### src/rtl/alu_arb_pkg.sv
// alu_arb_pkg: shared states and constants for the ALU arbiter
package alu_arb_pkg;
  typedef enum logic [1:0] {IDLE, EXEC, RESP} alu_arb_state_t;
  localparam logic ALU_OP_ADD = 1'b1;
  localparam int ALU_W = 8;
endpackage

### src/rtl/alu.sv
// alu: W-bit add/subtract unit; op=1 adds, op=0 computes a-b as a+~b+1
module alu
  import alu_arb_pkg::*;
#(
  parameter int W = ALU_W
) (
  input  logic         op,
  input  logic [W-1:0] a,
  input  logic [W-1:0] b,
  output logic [W-1:0] result,
  output logic         cf,
  output logic         ovf
);
  logic [W-1:0] bb;
  assign bb = (op == ALU_OP_ADD) ? b : ~b;
  assign {cf, result} = {1'b0, a} + {1'b0, bb} + {{W{1'b0}}, op != ALU_OP_ADD};
  assign ovf = (a[W-1] == bb[W-1]) && (result[W-1] != a[W-1]);
endmodule

### src/rtl/alu_arb_rr.sv
// alu_arb_rr: 2-way one-hot grant; round-robin by default, fixed priority under ALU_ARB_FIXED_PRIO_EN
module alu_arb_rr (
  input  logic [1:0] req_valid,
  input  logic       last_grant,
  input  logic       en,
  output logic [1:0] grant
);
`ifdef ALU_ARB_FIXED_PRIO_EN
  assign grant = !en ? 2'b00 : req_valid[0] ? 2'b01 : {req_valid[1], 1'b0};
`else
  assign grant = !en ? 2'b00 : (&req_valid) ? (last_grant ? 2'b01 : 2'b10) : req_valid;
`endif
endmodule

### src/rtl/alu_arbiter.sv
// alu_arbiter: shares one ALU between two valid/ready requesters (ALU_ARB_FIXED_PRIO_EN: fixed priority)
module alu_arbiter
  import alu_arb_pkg::*;
#(
  parameter int NREQ = 2,
  parameter int W = ALU_W
) (
  input  logic              clk,
  input  logic              rst_n,
  input  logic [NREQ-1:0]   req_valid,
  output logic [NREQ-1:0]   req_ready,
  input  logic [NREQ-1:0]   req_op,
  input  logic [NREQ*W-1:0] req_a,
  input  logic [NREQ*W-1:0] req_b,
  output logic              rsp_valid,
  input  logic              rsp_ready,
  output logic              rsp_id,
  output logic [W-1:0]      rsp_result,
  output logic              rsp_cf,
  output logic              rsp_ovf
);
  alu_arb_state_t state, state_n;
  logic [NREQ-1:0] grant;
  logic hs, gid, last_grant, op_q, id_q, alu_cf, alu_ovf;
  logic [W-1:0] a_q, b_q, alu_res;

  alu_arb_rr u_rr (
    .req_valid (req_valid),
    .last_grant(last_grant),
    .en        (state == IDLE && rst_n),
    .grant     (grant)
  );

  alu #(.W(W)) u_alu (
    .op    (op_q),
    .a     (a_q),
    .b     (b_q),
    .result(alu_res),
    .cf    (alu_cf),
    .ovf   (alu_ovf)
  );

  assign req_ready = grant;
  assign hs = |grant;
  assign gid = grant[1];
  assign rsp_valid = (state == RESP) && rst_n;

  // next state: accept in IDLE, one execute cycle, hold response until taken
  always_comb begin
    state_n = state == IDLE ? (hs ? EXEC : IDLE) : state == EXEC ? RESP : (rsp_ready ? IDLE : RESP);
  end

  // state, operand latch at handshake, result capture at end of EXEC
  always_ff @(posedge clk) begin
    if (!rst_n) begin
      state      <= IDLE;
      last_grant <= 1'b1;
      op_q       <= 1'b0;
      id_q       <= 1'b0;
      a_q        <= '0;
      b_q        <= '0;
      rsp_id     <= 1'b0;
      rsp_result <= '0;
      rsp_cf     <= 1'b0;
      rsp_ovf    <= 1'b0;
    end else begin
      state <= state_n;
      if (hs) begin
        last_grant <= gid;
        id_q       <= gid;
        op_q       <= req_op[gid];
        a_q        <= gid ? req_a[2*W-1:W] : req_a[W-1:0];
        b_q        <= gid ? req_b[2*W-1:W] : req_b[W-1:0];
      end
      if (state == EXEC) begin
        rsp_id     <= id_q;
        rsp_result <= alu_res;
        rsp_cf     <= alu_cf;
        rsp_ovf    <= alu_ovf;
      end
    end
  end
endmodule

### config.mk
export PLATFORM = sky130hd
export DESIGN_NAME = alu_arbiter
export DESIGN_NICKNAME = d
export VERILOG_FILES = /design/src/rtl/alu_arb_pkg.sv /design/src/rtl/alu.sv /design/src/rtl/alu_arb_rr.sv /design/src/rtl/alu_arbiter.sv
export SDC_FILE = /design/constraint.sdc
export NUM_CORES = 1
export LEC_CHECK = 0
export ABC_AREA = 1
export BUFFER_PORTS_ARGS = -buffer_cell sky130_fd_sc_hd__clkbuf_2
export CAP_MARGIN = 15
export CORE_MARGIN = 4
export CORE_UTILIZATION = 50
export CTS_CLUSTER_DIAMETER = 50
export DETAILED_ROUTE_END_ITERATION = 10
export GPL_TIMING_DRIVEN = 0
export PLACE_DENSITY = 0.78
export SLEW_MARGIN = 15
export SYNTH_ARGS = -nofsm -noshare
export SYNTH_HDL_FRONTEND = slang
export SYNTH_SLANG_ARGS = --single-unit
export TNS_END_PERCENT = 10
### constraint.sdc
create_clock -name clk -period 2.5 [get_ports clk]
set_input_delay 0.25 -clock clk [delete_from_list [all_inputs] [get_ports clk]]
set_output_delay 0.25 -clock clk [all_outputs]
set_load 0.05 [all_outputs]
After elaboration in Yosys (flattened, before gate mapping)
Index checks and enable logic that the tools add are counted.
{ "word_totals": {"regBits": 32, "inputBits": 39, "out_inout_bits": 14, "elab_cells": 37} }
{ "classes": {"n_addsub": 2, "magnitude_cmp": 1, "eq_ne": 4, "n_mux": 12, "n_bitwise": 2, "n_reduce_logical": 6} }
{ "ops": {"columns": ["operator", "n"], "rows": [
  ["$mux W8", 3],
  ["$mux W2", 6],
  ["$add A8 B8 Y9", 1],
  ["$add A9 B1 Y9", 1],
  ["$not A8 Y8", 1],
  ["$logic_and A1 B1 Y1", 3],
  ["$mux W1", 3],
  ["$eq A2 B1 Y1 const B", 1],
  ["$eq A2 B2 Y1 const B", 1],
  ["$logic_not A2 Y1", 1],
  ["$lt A1 B2 Y1 const B", 1],
  ["$reduce_and A2 Y1", 1],
  ["$reduce_or A2 Y1", 1],
  ["$eq A1 B1 Y1", 1],
  ["$ne A1 B1 Y1", 1],
  ["$not A1 Y1", 1]
]} }

Longest topological paths before layout
{ "depth": {"word_depth": 6, "mapped_depth": 14, "ltp_nobuf": 13} }

By module
From an unflattened synthesis, not the netlist that was laid out.
{ "hier_totals": {"cells_unflattened": 270, "area_unflattened_um2": 1858.0} }
{ "by_module_without_submodules": {"columns": ["module", "instances", "cells_per_inst", "area_per_inst_um2", "seq_area_each_um2"], "rows": [
  ["alu_arbiter", 1, 194, 1371.3, 640.6],
  ["alu", 1, 71, 465.4, 0.0],
  ["alu_arb_rr", 1, 5, 21.3, 0.0]
]} }

Worst setup path before layout
Ideal clock, no wire load.
{ "synth_timing": {"path_kind": "register -> register", "start": "register op_q", "end": "register rsp_result[6]", "setup_ps": 109, "arrival_ps": 1690, "required_time_ps": 2391, "setup_slack_ps": 701, "stages_incl_launch_ff": 10, "n_path_buf": 1, "synth_period_minus_slack_ps": 1799, "path_cell_list": "dfxtp_1 > buf_2 > xor2_1 > fa_1 > o21ai_0 > a21oi_1 > nand2_1 > nand3_1 > nand2_1 > inv_1"} }
{ "synth_between": {"elab_chain_len": 3, "word_cells_on_any_way": 4, "cone_classes": "add/sub: 2; mux: 1; bitwise: 1"} }
{ "synth_lines": {"columns": ["element", "line_no", "text"], "rows": [
  ["from (decl)", "alu_arbiter.sv:24", "logic hs, gid, last_grant, op_q, id_q, alu_cf, alu_ovf;"],
  ["from (signal assigned)", "alu_arbiter.sv:71", "op_q <= req_op[gid];"],
  ["$mux W8", "alu.sv:15", "assign bb = (op == ALU_OP_ADD) ? b : ~b;"],
  ["$add A8 B8 Y9", "alu.sv:16", "assign {cf, result} = {1'b0, a} + {1'b0, bb} + {{W{1'b0}}, op != ALU_OP_ADD};"],
  ["$add A9 B1 Y9 *", "alu.sv:16", null],
  ["to (signal assigned)", "alu_arbiter.sv:77", "rsp_result <= alu_res;"],
  ["to (decl)", "alu_arbiter.sv:18", "output logic [W-1:0] rsp_result,"]
]} }
Mark *: on every way between the ends. The rest lies on a longest branch, timed or not.
A chain may end at the register's enable or synchronous reset.

Final worst setup path
Ends and elaborated chain as after synthesis.

==> impl_metrics.json <==
{
  "rrSetupSlack_ps": 490,
  "utilization_pct": 65.6,
  "rows": 20,
  "yosysWarnings": 0,
  "core_area_sq_um": 3150,
  "area_growth_pct": 22.1,
  "wl_per_cell_microns": 11.0,
  "swShare_pct": 38.9,
  "antenna_found_initial": 0,
  "cts_buffers": 5,
  "hp-class": "input port to flop",
  "clock-sinks": 32,
  "crit_fanout": 9,
  "antenna_left": 0,
  "grt_max_degree": 11,
  "slew_headroom_pct": 71.5,
  "final-hold-violation-count": 0,
  "worstPathArrival_ps": 2260,
  "status": "finished, final reports clean",
  "htreeDepth": 2,
  "grt_overflow_total": 0,
  "nets": 343,
  "setup_viol": 0,
  "synth_flop_cell": "dfxtp_1",
  "die_h_microns": 66.2,
  "maxSlewViolCount": 0,
  "avgSynthCellArea_sq_um": 7.15,
  "powerDensity_nw_per_um2": 733,
  "peakVddDrop_v": 0.000391,
  "clock_latency_ps": 330,
  "place_congestion": 0.787,
  "hpwl_microns": 3010,
  "path_clk_slew_ps": 90,
  "drc": 0,
  "ios": 53,
  "drt_iter0_drc": 55,
  "synth.area.top_cells": "dfxtp_1 38%, nand2_1 15%, a31oi_1 7.4%",
  "setup.worst_path.end_class": "flop",
  "postCtsSetupBuffers": 0,
  "min_period_ps": 2010,
  "cts_tree": "done",
  "fmax_ghz": 0.497,
  "vias_per_cell": 4.84,
  "grt_pass1_vias": 1479,
  "min_period_over_period_pct": 80.5,
  "yosysSeqAreaShare_pct": 37.8,
  "die_x_microns": 66.2,
  "switchingPower_mw": 0.590,
  "port_buffers": 52,
  "max_cap_violations": 0,
  "ys_ff_latch": 32,
  "power_frac_clock_pct": 20.0,
  "syn_nets": 284,
  "antenna_cells": 0,
  "cts_root_buf": "clkbuf_4",
  "tightestPinTransition_ps": 428,
  "rsz0062_at_grt": "no",
  "wl_microns": 3770,
  "yosysTopAreaCell": "dfxtp_1",
  "netlist.area_leader.share_pct": 37.8,
  "drive_above_1_share_pct": 23.6,
  "seqPwrFrac_pct": 40.0,
  "num_vias": 1649,
  "setup_ws_ps": 488,
  "cts_hold_buf": 0,
  "first_pass_iters": 4,
  "syn_area_sq_um": 1700,
  "power_leakage_nw": 1.06,
  "track_usage_pct": 19.0,
  "path_class": "flop to flop",
  "cp.required_ps": 2740,
  "start_kind": "flop",
  "synthArstFlopShare_pct": 0,
  "synth_edf_count": 0,
  "initial_core_util_pct": 53.8,
  "synthCells": 237,
  "grt_pass1_wl_microns": 6390,
  "ys_types": 25,
  "fin_worst_skew_ps": 8.22,
  "post_cts_resized": 0,
  "die-area_sq_um": 4390,
  "intPower_mw": 0.926,
  "cts.path.max_buffers": 2,
  "pwr-share-comb_pct": 40.0,
  "setup_tns_ps": 0,
  "dp_slack_ps": 467
}
cells in the mapped netlist, types with 2 or more instances:
library cell,n
nand3_1,11
dfxtp_1,32
a21oi_1,9
ha_1,7
o21ai_1,4
clkbuf_1,2
a31oi_1,20
inv_2,2
buf_6,2
nor2_1,12
o21ai_0,21
xnor2_1,6
o21bai_1,2
o211ai_1,2
buf_2,5
xor2_1,3
inv_1,23
nand2_1,67
placed cells by master (no fill, tap or decap):
cell type	n
a31oi_1	20
a21boi_0	1
nor3_2	1
nand2_1	67
clkbuf_1	4
ha_1	7
clkbuf_4	5
o211ai_1	2
buf_6	2
o21ai_0	21
xnor2_1	6
nand3_1	11
o21ai_1	4
nand4_1	1
clkbuf_2	52
nor3_1	1
nand2_2	1
a21oi_1	9
clkbuf_8	1
nor2_1	12
xor2_1	3
o21bai_1	2
inv_2	2
buf_4	1
inv_1	23
fa_1	1
dfxtp_1	32
buf_2	5
per-stage QoR:
step           cell area (sq um)  std cells  power, mW  hold slack (ps)
4_1_cts                     2070        341       1.53             65.1
3_5_place_dp                2010        333       1.23              438
6_report                    2070        341       1.52             76.7
2_1_floorplan               1700        237       1.09              340
3_3_place_gp                2010        333       1.21              426
5_1_grt                     2070        341       1.64             55.9
critical path, cell delays in order (launching register included):
cell and delay [ps]:
dfxtp_1 310, buf_2 240, xor2_1 150, fa_1 430, o21ai_0 380, a21oi_1 150
nand2_1 80, nand3_1 70, nand2_1 60, inv_1 30
layer usage:
metal / vias up / wire length, microns / share of wire [%] / track usage, %
met5: - / 0 / 0 / 0
met4: 0 / 46 / 1.2 / 7.61
met3: 4 / 260 / 6.9 / 6.80
met2: 53 / 1590 / 42 / 28.5
met1: 688 / 1870 / 50 / 24.6
li1: 904 / - / - / -
power groups by stage:
| stage | Sequential (mW) | Combinational (mW) | Clock [mW] |
|---|---|---|---|
| CTS | 0.607 | 0.611 | 0.313 |
| finish | 0.607 | 0.606 | 0.303 |
| global route | 0.614 | 0.689 | 0.341 |
| global placement | 0.617 | 0.597 | 0 |
| detailed placement | 0.618 | 0.608 | 0 |
| floorplan | 0.697 | 0.388 | 0 |
kinds of logic after synthesis:
group / after synthesis / synth area share (%)
flops: 32 / 37.8
xor+xnor: 9 / 4.65
buf+inv: 35 / 9.23
fa+ha+maj: 8 / 6.35
compound gates: 59 / 19.6
simple gates: 94 / 22.4
layout make-up:
cell class | count | area (sq um)
well taps | 44 | 55.1
repair buffers | 52 | 260
multi-input cells | 170 | 898
fillers | 321 | 1080
inverters | 25 | 93.8
plain buffers | 10 | 62.6
clock buffers | 8 | 58.8
flip-flops and latches | 32 | 641
flip-flops by register name (all words and copies together), names as in the netlist:
| name | flops |
|---|---|
| rsp_cf | 1 |
| last_grant | 1 |
| rsp_id | 1 |
| a_q | 8 |
| rsp_result | 8 |
| rsp_ovf | 1 |
| id_q | 1 |
| b_q | 8 |
| state | 2 |
| op_q | 1 |
worst paths after layout:
kind,start,end,depth (start not counted)
worst min register to register,rsp_cf,rsp_cf,2
worst min-delay path,rsp_ready,state[1],2
worst max-delay path,op_q,rsp_result[6],9
worst max register to register,op_q,rsp_result[6],9
(Power assumes the default switching activity.)
